`src/rtl/pop_sequencer_if.sv`:
```
// Host-side bus of the POP sequencer: sequence control pulses, the
// configuration write port and the timing outputs. The host/bench drives
// the master side, the sequencer implements the slave side.
interface pop_sequencer_if #(
  parameter int WIDTH  = 16,
  parameter int NCH    = 4,
  parameter int AWIDTH = 8
);
  logic              start;
  logic              stop;
  logic              cfg_we;
  logic [AWIDTH-1:0] cfg_addr;
  logic [WIDTH-1:0]  cfg_data;
  logic [NCH-1:0]    ch_out;
  logic [WIDTH-1:0]  cnt;
  logic              busy;
  logic              cycle_done;
  logic              cfg_err;

  modport master (
    output start, stop, cfg_we, cfg_addr, cfg_data,
    input  ch_out, cnt, busy, cycle_done, cfg_err
  );

  modport slave (
    input  start, stop, cfg_we, cfg_addr, cfg_data,
    output ch_out, cnt, busy, cycle_done, cfg_err
  );
endinterface

```
`src/rtl/pop_sequencer.sv`:
```
// Programmable POP timing sequencer: NCH channels, each with NWIN high
// windows inside a common period, continuous or N-shot operation.
// Configuration is written into pending registers and copied to the active
// set only on an accepted start or a period wrap, so reprogramming never
// glitches a period in progress.
// Optional feature macro POP_SEQ_EXT_TRIG_EN: adds ext_trig input and an
// ARM state; every period then waits for a rising edge of ext_trig.
module pop_sequencer #(
  parameter int WIDTH  = 16,
  parameter int NCH    = 4,
  parameter int NWIN   = 2,
  parameter int RWIDTH = 16,
  parameter int AWIDTH = 8
) (
  input  logic clock_2_5M,
  input  logic reset,
`ifdef POP_SEQ_EXT_TRIG_EN
  input  logic ext_trig,
`endif
  pop_sequencer_if.slave bus
);

  localparam int NEDGE       = NCH * NWIN;
  localparam int ADDR_PERIOD = NEDGE * 2;
  localparam int ADDR_REPEAT = NEDGE * 2 + 1;

`ifdef POP_SEQ_EXT_TRIG_EN
  typedef enum logic [1:0] {IDLE, RUN, ARM} state_t;
  localparam state_t PERIOD_ENTRY = ARM;
`else
  typedef enum logic [1:0] {IDLE, RUN} state_t;
  localparam state_t PERIOD_ENTRY = RUN;
`endif

  state_t state, state_n;

  logic [WIDTH-1:0]  cnt, cnt_n;
  logic [RWIDTH-1:0] remaining, rem_n;
  logic              stop_req, stop_req_n;
  logic              cfg_err, err_n;
  logic              load_act;
  logic              last;
  logic [NCH-1:0]    ch_q, ch_n;

  logic [NEDGE-1:0][WIDTH-1:0] pend_start, pend_stop;
  logic [NEDGE-1:0][WIDTH-1:0] act_start, act_stop;
  logic [NEDGE-1:0][WIDTH-1:0] act_start_n, act_stop_n;
  logic [WIDTH-1:0]            pend_period, act_period;
  logic [RWIDTH-1:0]           pend_repeat, act_repeat;

`ifdef POP_SEQ_EXT_TRIG_EN
  logic [2:0] trig_sync;
  logic       trig_rise;

  // Two-flop synchroniser for the asynchronous trigger plus an edge-history flop
  always_ff @(posedge clock_2_5M) begin
    if (reset) trig_sync <= '0;
    else       trig_sync <= {trig_sync[1:0], ext_trig};
  end

  assign trig_rise = trig_sync[1] & ~trig_sync[2];
`endif

  // Host writes always land in the pending set; unknown addresses are dropped
  always_ff @(posedge clock_2_5M) begin
    if (reset) begin
      pend_start  <= '0;
      pend_stop   <= '0;
      pend_period <= '0;
      pend_repeat <= '0;
    end else if (bus.cfg_we) begin
      for (int i = 0; i < NEDGE; i++) begin
        if (bus.cfg_addr == AWIDTH'(2 * i))     pend_start[i] <= bus.cfg_data;
        if (bus.cfg_addr == AWIDTH'(2 * i + 1)) pend_stop[i]  <= bus.cfg_data;
      end
      if (bus.cfg_addr == AWIDTH'(ADDR_PERIOD)) pend_period <= bus.cfg_data;
      if (bus.cfg_addr == AWIDTH'(ADDR_REPEAT)) pend_repeat <= RWIDTH'(bus.cfg_data);
    end
  end

  // Active set is refreshed from pending only at sequence start or period wrap
  always_ff @(posedge clock_2_5M) begin
    if (reset) begin
      act_start  <= '0;
      act_stop   <= '0;
      act_period <= '0;
      act_repeat <= '0;
    end else if (load_act) begin
      act_start  <= pend_start;
      act_stop   <= pend_stop;
      act_period <= pend_period;
      act_repeat <= pend_repeat;
    end
  end

  // Last count of the period; widened so a zero period cannot run the counter away
  assign last = ((WIDTH+1)'(cnt) + (WIDTH+1)'(1)) >= (WIDTH+1)'(act_period);

  // Sequencing: next state, counter, repeat bookkeeping and stop latching
  always_comb begin
    state_n    = state;
    cnt_n      = cnt;
    rem_n      = remaining;
    stop_req_n = stop_req;
    err_n      = cfg_err;
    load_act   = 1'b0;
    case (state)
      IDLE: begin
        cnt_n      = '0;
        stop_req_n = 1'b0;
        if (bus.start) begin
          if (pend_period < WIDTH'(2)) begin
            err_n = 1'b1;
          end else begin
            err_n    = 1'b0;
            load_act = 1'b1;
            rem_n    = pend_repeat;
            state_n  = PERIOD_ENTRY;
          end
        end
      end
      RUN: begin
        if (bus.stop) stop_req_n = 1'b1;
        if (last) begin
          cnt_n = '0;
          if (stop_req || bus.stop ||
              (act_repeat != '0 && remaining == RWIDTH'(1))) begin
            state_n    = IDLE;
            stop_req_n = 1'b0;
          end else begin
            load_act = 1'b1;
            if (act_repeat != '0) rem_n = remaining - RWIDTH'(1);
            state_n = PERIOD_ENTRY;
          end
        end else begin
          cnt_n = cnt + WIDTH'(1);
        end
      end
`ifdef POP_SEQ_EXT_TRIG_EN
      ARM: begin
        cnt_n = '0;
        if (bus.stop) begin
          state_n    = IDLE;
          stop_req_n = 1'b0;
        end else if (trig_rise) begin
          state_n = RUN;
        end
      end
`endif
      default: state_n = IDLE;
    endcase
  end

  // Windows are evaluated on the upcoming count and active set so ch_out lines up with cnt
  always_comb begin
    act_start_n = load_act ? pend_start : act_start;
    act_stop_n  = load_act ? pend_stop  : act_stop;
    ch_n        = '0;
    if (state_n == RUN) begin
      for (int c = 0; c < NCH; c++) begin
        for (int w = 0; w < NWIN; w++) begin
          if (act_start_n[c*NWIN+w] <= cnt_n && cnt_n < act_stop_n[c*NWIN+w])
            ch_n[c] = 1'b1;
        end
      end
    end
  end

  // Sequencer state register
  always_ff @(posedge clock_2_5M) begin
    if (reset) begin
      state     <= IDLE;
      cnt       <= '0;
      remaining <= '0;
      stop_req  <= 1'b0;
      cfg_err   <= 1'b0;
      ch_q      <= '0;
    end else begin
      state     <= state_n;
      cnt       <= cnt_n;
      remaining <= rem_n;
      stop_req  <= stop_req_n;
      cfg_err   <= err_n;
      ch_q      <= ch_n;
    end
  end

  assign bus.ch_out     = ch_q;
  assign bus.cnt        = cnt;
  assign bus.busy       = (state != IDLE);
  assign bus.cycle_done = (state == RUN) && last;
  assign bus.cfg_err    = cfg_err;

endmodule
```
`src/flat_wrapper.sv`:
```
// flat-port wrapper written by rule: the top's interface ports become plain ports
module pop_sequencer_flat 
#(
  parameter int WIDTH  = 16,
  parameter int NCH    = 4,
  parameter int NWIN   = 2,
  parameter int RWIDTH = 16,
  parameter int AWIDTH = 8
)
  (clock_2_5M, reset, bus_start, bus_stop, bus_cfg_we, bus_cfg_addr, bus_cfg_data, bus_ch_out, bus_cnt, bus_busy, bus_cycle_done, bus_cfg_err);
  pop_sequencer_if #(.WIDTH(WIDTH), .NCH(NCH), .AWIDTH(AWIDTH)) bus_i ();
  input  logic clock_2_5M;
  input  logic reset;
  input wire logic [$bits(bus_i.start)-1:0] bus_start;
  input wire logic [$bits(bus_i.stop)-1:0] bus_stop;
  input wire logic [$bits(bus_i.cfg_we)-1:0] bus_cfg_we;
  input wire logic [$bits(bus_i.cfg_addr)-1:0] bus_cfg_addr;
  input wire logic [$bits(bus_i.cfg_data)-1:0] bus_cfg_data;
  output wire logic [$bits(bus_i.ch_out)-1:0] bus_ch_out;
  output wire logic [$bits(bus_i.cnt)-1:0] bus_cnt;
  output wire logic [$bits(bus_i.busy)-1:0] bus_busy;
  output wire logic [$bits(bus_i.cycle_done)-1:0] bus_cycle_done;
  output wire logic [$bits(bus_i.cfg_err)-1:0] bus_cfg_err;
  assign bus_i.start = bus_start;
  assign bus_i.stop = bus_stop;
  assign bus_i.cfg_we = bus_cfg_we;
  assign bus_i.cfg_addr = bus_cfg_addr;
  assign bus_i.cfg_data = bus_cfg_data;
  assign bus_ch_out = bus_i.ch_out;
  assign bus_cnt = bus_i.cnt;
  assign bus_busy = bus_i.busy;
  assign bus_cycle_done = bus_i.cycle_done;
  assign bus_cfg_err = bus_i.cfg_err;
  pop_sequencer #(.WIDTH(WIDTH), .NCH(NCH), .NWIN(NWIN), .RWIDTH(RWIDTH), .AWIDTH(AWIDTH)) u_core (.clock_2_5M(clock_2_5M), .reset(reset), .bus(bus_i));
endmodule
```
`config.mk`:
```
export PLATFORM = sky130hd
export DESIGN_NAME = pop_sequencer_flat
export DESIGN_NICKNAME = d
export VERILOG_FILES = /design/src/rtl/pop_sequencer_if.sv /design/src/rtl/pop_sequencer.sv /design/src/flat_wrapper.sv
export SDC_FILE = /design/constraint.sdc
export NUM_CORES = 2
export LEC_CHECK = 0
export ABC_AREA = 1
export BUFFER_PORTS_ARGS = -buffer_cell sky130_fd_sc_hd__buf_2
export CAP_MARGIN = 40
export CORE_MARGIN = 2
export CORE_UTILIZATION = 56
export DETAILED_ROUTE_END_ITERATION = 8
export GPL_TIMING_DRIVEN = 0
export PLACE_DENSITY_LB_ADDON = 0.3
export SETUP_SLACK_MARGIN = 0.05
export SLEW_MARGIN = 20
export SYNTH_ARGS = -nofsm -noshare
export SYNTH_HDL_FRONTEND = slang
export SYNTH_SLANG_ARGS = --single-unit
```
`constraint.sdc`:
```
create_clock -name clock_2_5M -period 5.15 [get_ports clock_2_5M]
set_clock_uncertainty 0.15 [all_clocks]
set_input_delay 0.515 -clock clock_2_5M [delete_from_list [all_inputs] [get_ports clock_2_5M]]
set_output_delay 0.515 -clock clock_2_5M [all_outputs]
set_load 0.005 [all_outputs]
```
# Word level (Yosys, flattened, before mapping)
# Index checks and enable logic that the tools add are counted.
# classes
n_addsub	3
n_lt_le_gt_ge	18
n_eq_ne	25
muxes	33
n_bitwise	1
n_reduce_logical	38
# op_table
operator	count
128-bit 2-to-1 mux	2
16-bit less-or-equal comparator	8
16-bit < comparator	8
16-bit 2-to-1 mux	6
8-bit by 4-bit equality test with 1-bit output (second input constant)	8
16-bit case mux with 2 select lines	2
2-bit AND reduction	19
8-bit by 3-bit equality test with 1-bit output (second input constant)	4
16-bit by 1-bit adder with 17-bit output (second input constant)	1
17-bit by 16-bit greater-or-equal comparator with 1-bit output	1
1-bit 2-to-1 mux	17
16-bit by 1-bit adder with 16-bit output (second input constant)	1
16-bit by 1-bit equality test with 1-bit output (second input constant)	1
8-bit by 2-bit equality test with 1-bit output (second input constant)	2
8-bit by 5-bit equality test with 1-bit output (second input constant)	2
16-bit by 2-bit < comparator with 1-bit output (second input constant)	1
16-bit nonzero test	1
16-bit by 1-bit subtractor with 16-bit output (second input constant)	1
1-bit logical AND	10
8-bit by 1-bit equality test with 1-bit output (second input constant)	1
8-bit zero test	1
2-bit 2-to-1 mux	3
2-bit inequality test (second input constant)	3
6-bit AND reduction	1
other kinds (9)	14
# totals
reg_bits	616
in_bits	29
output_inout_bits	23
elab_cells	160

# Longest topological paths before layout
# logic_depth
word_depth	11
depth_mapped	30
ltp_nobuf	29

# Worst setup path before layout
# Ideal clock, no wire load.
# synth_timing
path_kind	register to register
from	reg u_core.cnt[3] (netlist: u_core.bus.cnt[3])
to	reg u_core.ch_q[3] (netlist: u_core.bus.ch_out[3])
setup_time_ps	70
arrival_time_ps	4580
required_ps	4930
slack_ps	350
stages_incl_launch_ff	28
n_path_buf	1
period_less_slack_ps	4800
path_cell_list	dfxtp_1 > inv_1 > nor4_1 > nand4_1 > nor2_1 > nand2_1 > nor3_1 > xor2_1 > ha_1 > nand3_1 > a21oi_1 > nor2_1 > nand4_1 > inv_1 > buf_2 > nand2_1 > o21ai_0 > inv_1 > ha_1 > a21oi_1 > nor2_1 > a211oi_1 > o221ai_1 > nand2_1 > o2111ai_1 > a21oi_1 > nand2_1 > a21oi_1
# synth_between
elab_cells_between_ends	22
classes_between	2 x add/sub; 5 x order compare; 1 x eq/ne; 10 x mux; 1 x bitwise; 3 x reduce/logical
# synth_rtl
item	line	source
from (decl)	pop_sequencer.sv:37	logic [WIDTH-1:0] cnt, cnt_n;
from (signal assigned)	pop_sequencer.sv:180	cnt <= cnt_n;
16-bit by 1-bit adder with 17-bit output *	pop_sequencer.sv:97	assign last = ((WIDTH+1)'(cnt) + (WIDTH+1)'(1)) >= (WIDTH+1)'(act_period);
17-bit by 16-bit greater-or-equal comparator with 1-bit output *	pop_sequencer.sv:97	
16-bit 2-to-1 mux *	pop_sequencer.sv:124	if (last) begin
16-bit case mux with 2 select lines *	pop_sequencer.sv:107	case (state)
named net u_core.cnt_n[1]	pop_sequencer.sv:37	
16-bit less-or-equal comparator or 16-bit < comparator (tied branches)	pop_sequencer.sv:162	if (act_start_n[c*NWIN+w] <= cnt_n && cnt_n < act_stop_n[c*NWIN+w])
1-bit logical AND	pop_sequencer.sv:162	
1-bit 2-to-1 mux	pop_sequencer.sv:162	
1-bit 2-to-1 mux *	pop_sequencer.sv:162	
to (signal assigned)	pop_sequencer.sv:184	ch_q <= ch_n;
to (decl)	pop_sequencer.sv:43	logic [NCH-1:0] ch_q, ch_n;
# The timed path passes the listed nets; every way through them passes the cells marked *.
# A chain may end at the register's enable or synchronous reset.

==> flow_summary.yaml <==
timing:
  finalSetupViolCount: 5
  rsz0062_at_grt: "yes"
  worstMarginPinSlew_ns: 0.971
  finalHoldViolCount: 0
  timing.fmax_mhz: 178
  post-route-min-period_ns: 5.62
  slew_viol_final: 0
  setup_tns_ns: -1.71
  setup_ws_ns: -0.473
  hold_ws_ns: 0.0742
  max_slew_margin_pct: 35.2
  finalCritPeriodShare_pct: 109
route:
  wl_per_cell_um: 22.9
  ant_nets: 0
  vias_per_cell: 6.02
  drt_iter0_markers: 3418
  dr.pass1.iters: 9
  drc: 0
  via_count: 27400
  wirelength_um: 104000
layout:
  multi_input_comb_area_um2: 15100
  final_nets: 4118
  final_cell_count_no_fill: 4551
  finalInstanceArea_um2: 35200
  fin_util_pct: 68.8
  drive_above_1_share_pct: 17.3
  syn_to_final_growth_pct: 21.5
  antennaDiodeCount: 0
  regArea_um2: 12300
  fillers: 3780
floorplan:
  die-height_um: 232
  core_area_um2: 51200
  initial_core_util_pct: 56.6
  placementRows: 83
  fp.dieW_um: 232
  die-area_um2: 53600
  ioPinCount: 52
synth:
  yosysWarnings: 0
  synth_common_cells: "dfxtp_1, nor2_1, nand2_1, a21oi_1, inv_1"
  syn_inst: 3535
  synth_top_cell_area_share_pct: 42.5
  synth_seq_cells: 616
  ys_types: 44
  ys_top_cells_by_area: "dfxtp_1, ha_1, a21oi_1"
  synth-edff-count: 0
  ys.flop_type: "dfxtp_1"
  yosysTopAreaCell: "dfxtp_1"
  ys_async_sr_fraction_pct: 0
  synth_area_per_cell_um2: 8.20
  synthesis.nets: 3831
  syn_area_um2: 29000
  synth.most_common_cell: "dfxtp_1"
  yosysSeqAreaShare_pct: 42.5
power_and_ir_drop:
  p_leak_nw: 15.6
  power.density_nw_per_um2: 293
  ir_drop_mv: 0.213
setup_path:
  critPathRequiredTime_ns: 5.50
  critPathKind: "reg2reg"
  path_max_fanout: 10
  critPathCaptureType: "register"
  cp_top_family: "simple AND/OR/NAND/NOR gates"
  crit_path_start_kind: "register"
  crit_slowest_cell: "a2111oi_4"
  slowest_delay_ns: 0.41
  worst-path-buf-inv: 5
  cp_data_arrival_time_ns: 5.98
clocking:
  ctsLongestPathBuffers: 3
  worst_skew_pair.late_latency_ns: 0.61
  cts_root_buf: "clkbuf_16"
  cts.clk_slew.worst_paths_ns: 0.06
  cts_tree: "yes"
  cts-buffers-inserted: 67
  htreeDepth: 3
  cts_sinks: 616
placed_design:
  place_congestion: 0.972
  placed_cell_area_um2: 30500
  dp_cells: 4293
  place_hpwl_um: 64300
  portBuffers: 51
outcome:
  status: "finished with violations"
  violations: "setup timing"
global_routing:
  grt_max_degree: 15
  grt_use_total_pct: 35.6
  grt_remaining_overflow: 0
  grt_pass1_vias: 24700
  antenna_found_initial: 2
  grt_pass1_wl_um: 145000
job:
  maxCapViolations: 0
hold_path:
  worstHoldPathType: "in2reg"
-- final cells by class --
| cell class | instances | share of cell area, % |
|---|---|---|
| multi-input cells | 2330 | 42.9 |
| flip-flops and latches | 616 | 35.0 |
| clock buffers | 97 | 5.51 |
| repair buffers | 218 | 5.34 |
| inverters | 394 | 4.41 |
| plain buffers | 195 | 3.34 |
| well taps | 680 | 2.42 |
| clock inverters | 21 | 0.998 |
-- metrics by stage --
step | worst slack [ns] | power [mW]
2_1_floorplan | 0.350 | 5.06
3_3_place_gp | -2.73 | 5.23
3_5_place_dp | -1.29 | 5.25
4_1_cts | 0.00618 | 10.2
5_1_grt | -0.522 | 10.5
6_report | -0.473 | 10.3
-- final timing paths --
check	start	cells past startpoint	end	slack, ns
worst max register to register	u_core.bus.cnt[1]$_SDFF_PP0_	29	u_core.bus.ch_out[0]$_SDFF_PP0_	-0.47
worst min register to register	u_core.pend_start[48]$_SDFFE_PP0P_	2	u_core.pend_start[48]$_SDFFE_PP0P_	0.30
worst max-delay path	u_core.bus.cnt[1]$_SDFF_PP0_	29	u_core.bus.ch_out[0]$_SDFF_PP0_	-0.47
worst min-delay path	bus_start	4	u_core.bus.cfg_err$_SDFFE_PP0P_	0.07
-- placed cells by master (no fill, tap or decap), types with 36 or more instances in the layout --
cell | Yosys | final
a21oi_1 | 393 | 371
nor2_1 | 445 | 434
buf_2 | 10 | 58
a211oi_1 | 58 | 49
o21ai_0 | 337 | 317
ha_1 | 267 | 249
inv_1 | 389 | 364
nand2_1 | 394 | 382
clkbuf_16 | 0 | 69
nand3_1 | 37 | 36
dfxtp_1 | 616 | 612
buf_4 | 20 | 122
o21ai_2 | 115 | 117
clkbuf_1 | 144 | 158
buf_6 | 6 | 42
mux2i_1 | 128 | 120
-- registers in the layout, indices dropped and copies added, names as in the netlist --
| name | cells |
|---|---|
| u_core.remaining | 16 |
| u_core.bus.cfg_err | 1 |
| u_core.act_start | 128 |
| u_core.bus.cnt | 16 |
| u_core.stop_req | 1 |
| u_core.state | 2 |
| u_core.pend_start | 128 |
| u_core.pend_stop | 128 |
| u_core.pend_period | 16 |
| u_core.act_repeat | 16 |
| u_core.pend_repeat | 16 |
| u_core.act_period | 16 |
| u_core.bus.ch_out | 4 |
| u_core.act_stop | 128 |
-- power by group --
group,switching [mW],internal [mW]
Clock,2.04,3.08
Combinational,0.324,0.101
Sequential,0.00541,4.77
-- routing by layer --
| metal | track usage (%) | routed length [µm] |
|---|---|---|
| met5 | 0.827 | 13 |
| met4 | 24.2 | 8710 |
| met3 | 9.53 | 13600 |
| met2 | 53.1 | 42700 |
| met1 | 45.0 | 39100 |
-- worst register-to-register path: cells and delay by family (launching register included) --
kind            cells  cell delay (ns)
compound gates      6             1.16
xor+xnor            1             0.15
fa+ha+maj           2             0.57
buf+inv             5             0.77
flops               1             0.36
simple gates       15             2.37
-- cells by family (layout without fill, tap and decap cells) --
group | count (synthesis) | count (layout) | synth area share, %
buffers and inverters | 589 | 925 | 8.68
AND/OR/NAND/NOR | 969 | 969 | 13.5
AO/OA/AOI/OAI | 946 | 946 | 18.8
XOR/XNOR | 19 | 19 | 0.574
other | 1 | 1 | 0.0129
multiplexers | 128 | 128 | 4.42
adder cells (fa/ha/maj) | 267 | 267 | 11.5
flip-flops | 616 | 616 | 42.5
-- what timing repair did --
item                                    CTS  global route
pin swaps                                31            75
hold buffers                              0             0
cloned                                    0             1
endpoints found under the setup margin    4             5
setup buffers                            80            56
gates resized for setup                  92           162
(Power assumes the default switching activity.)
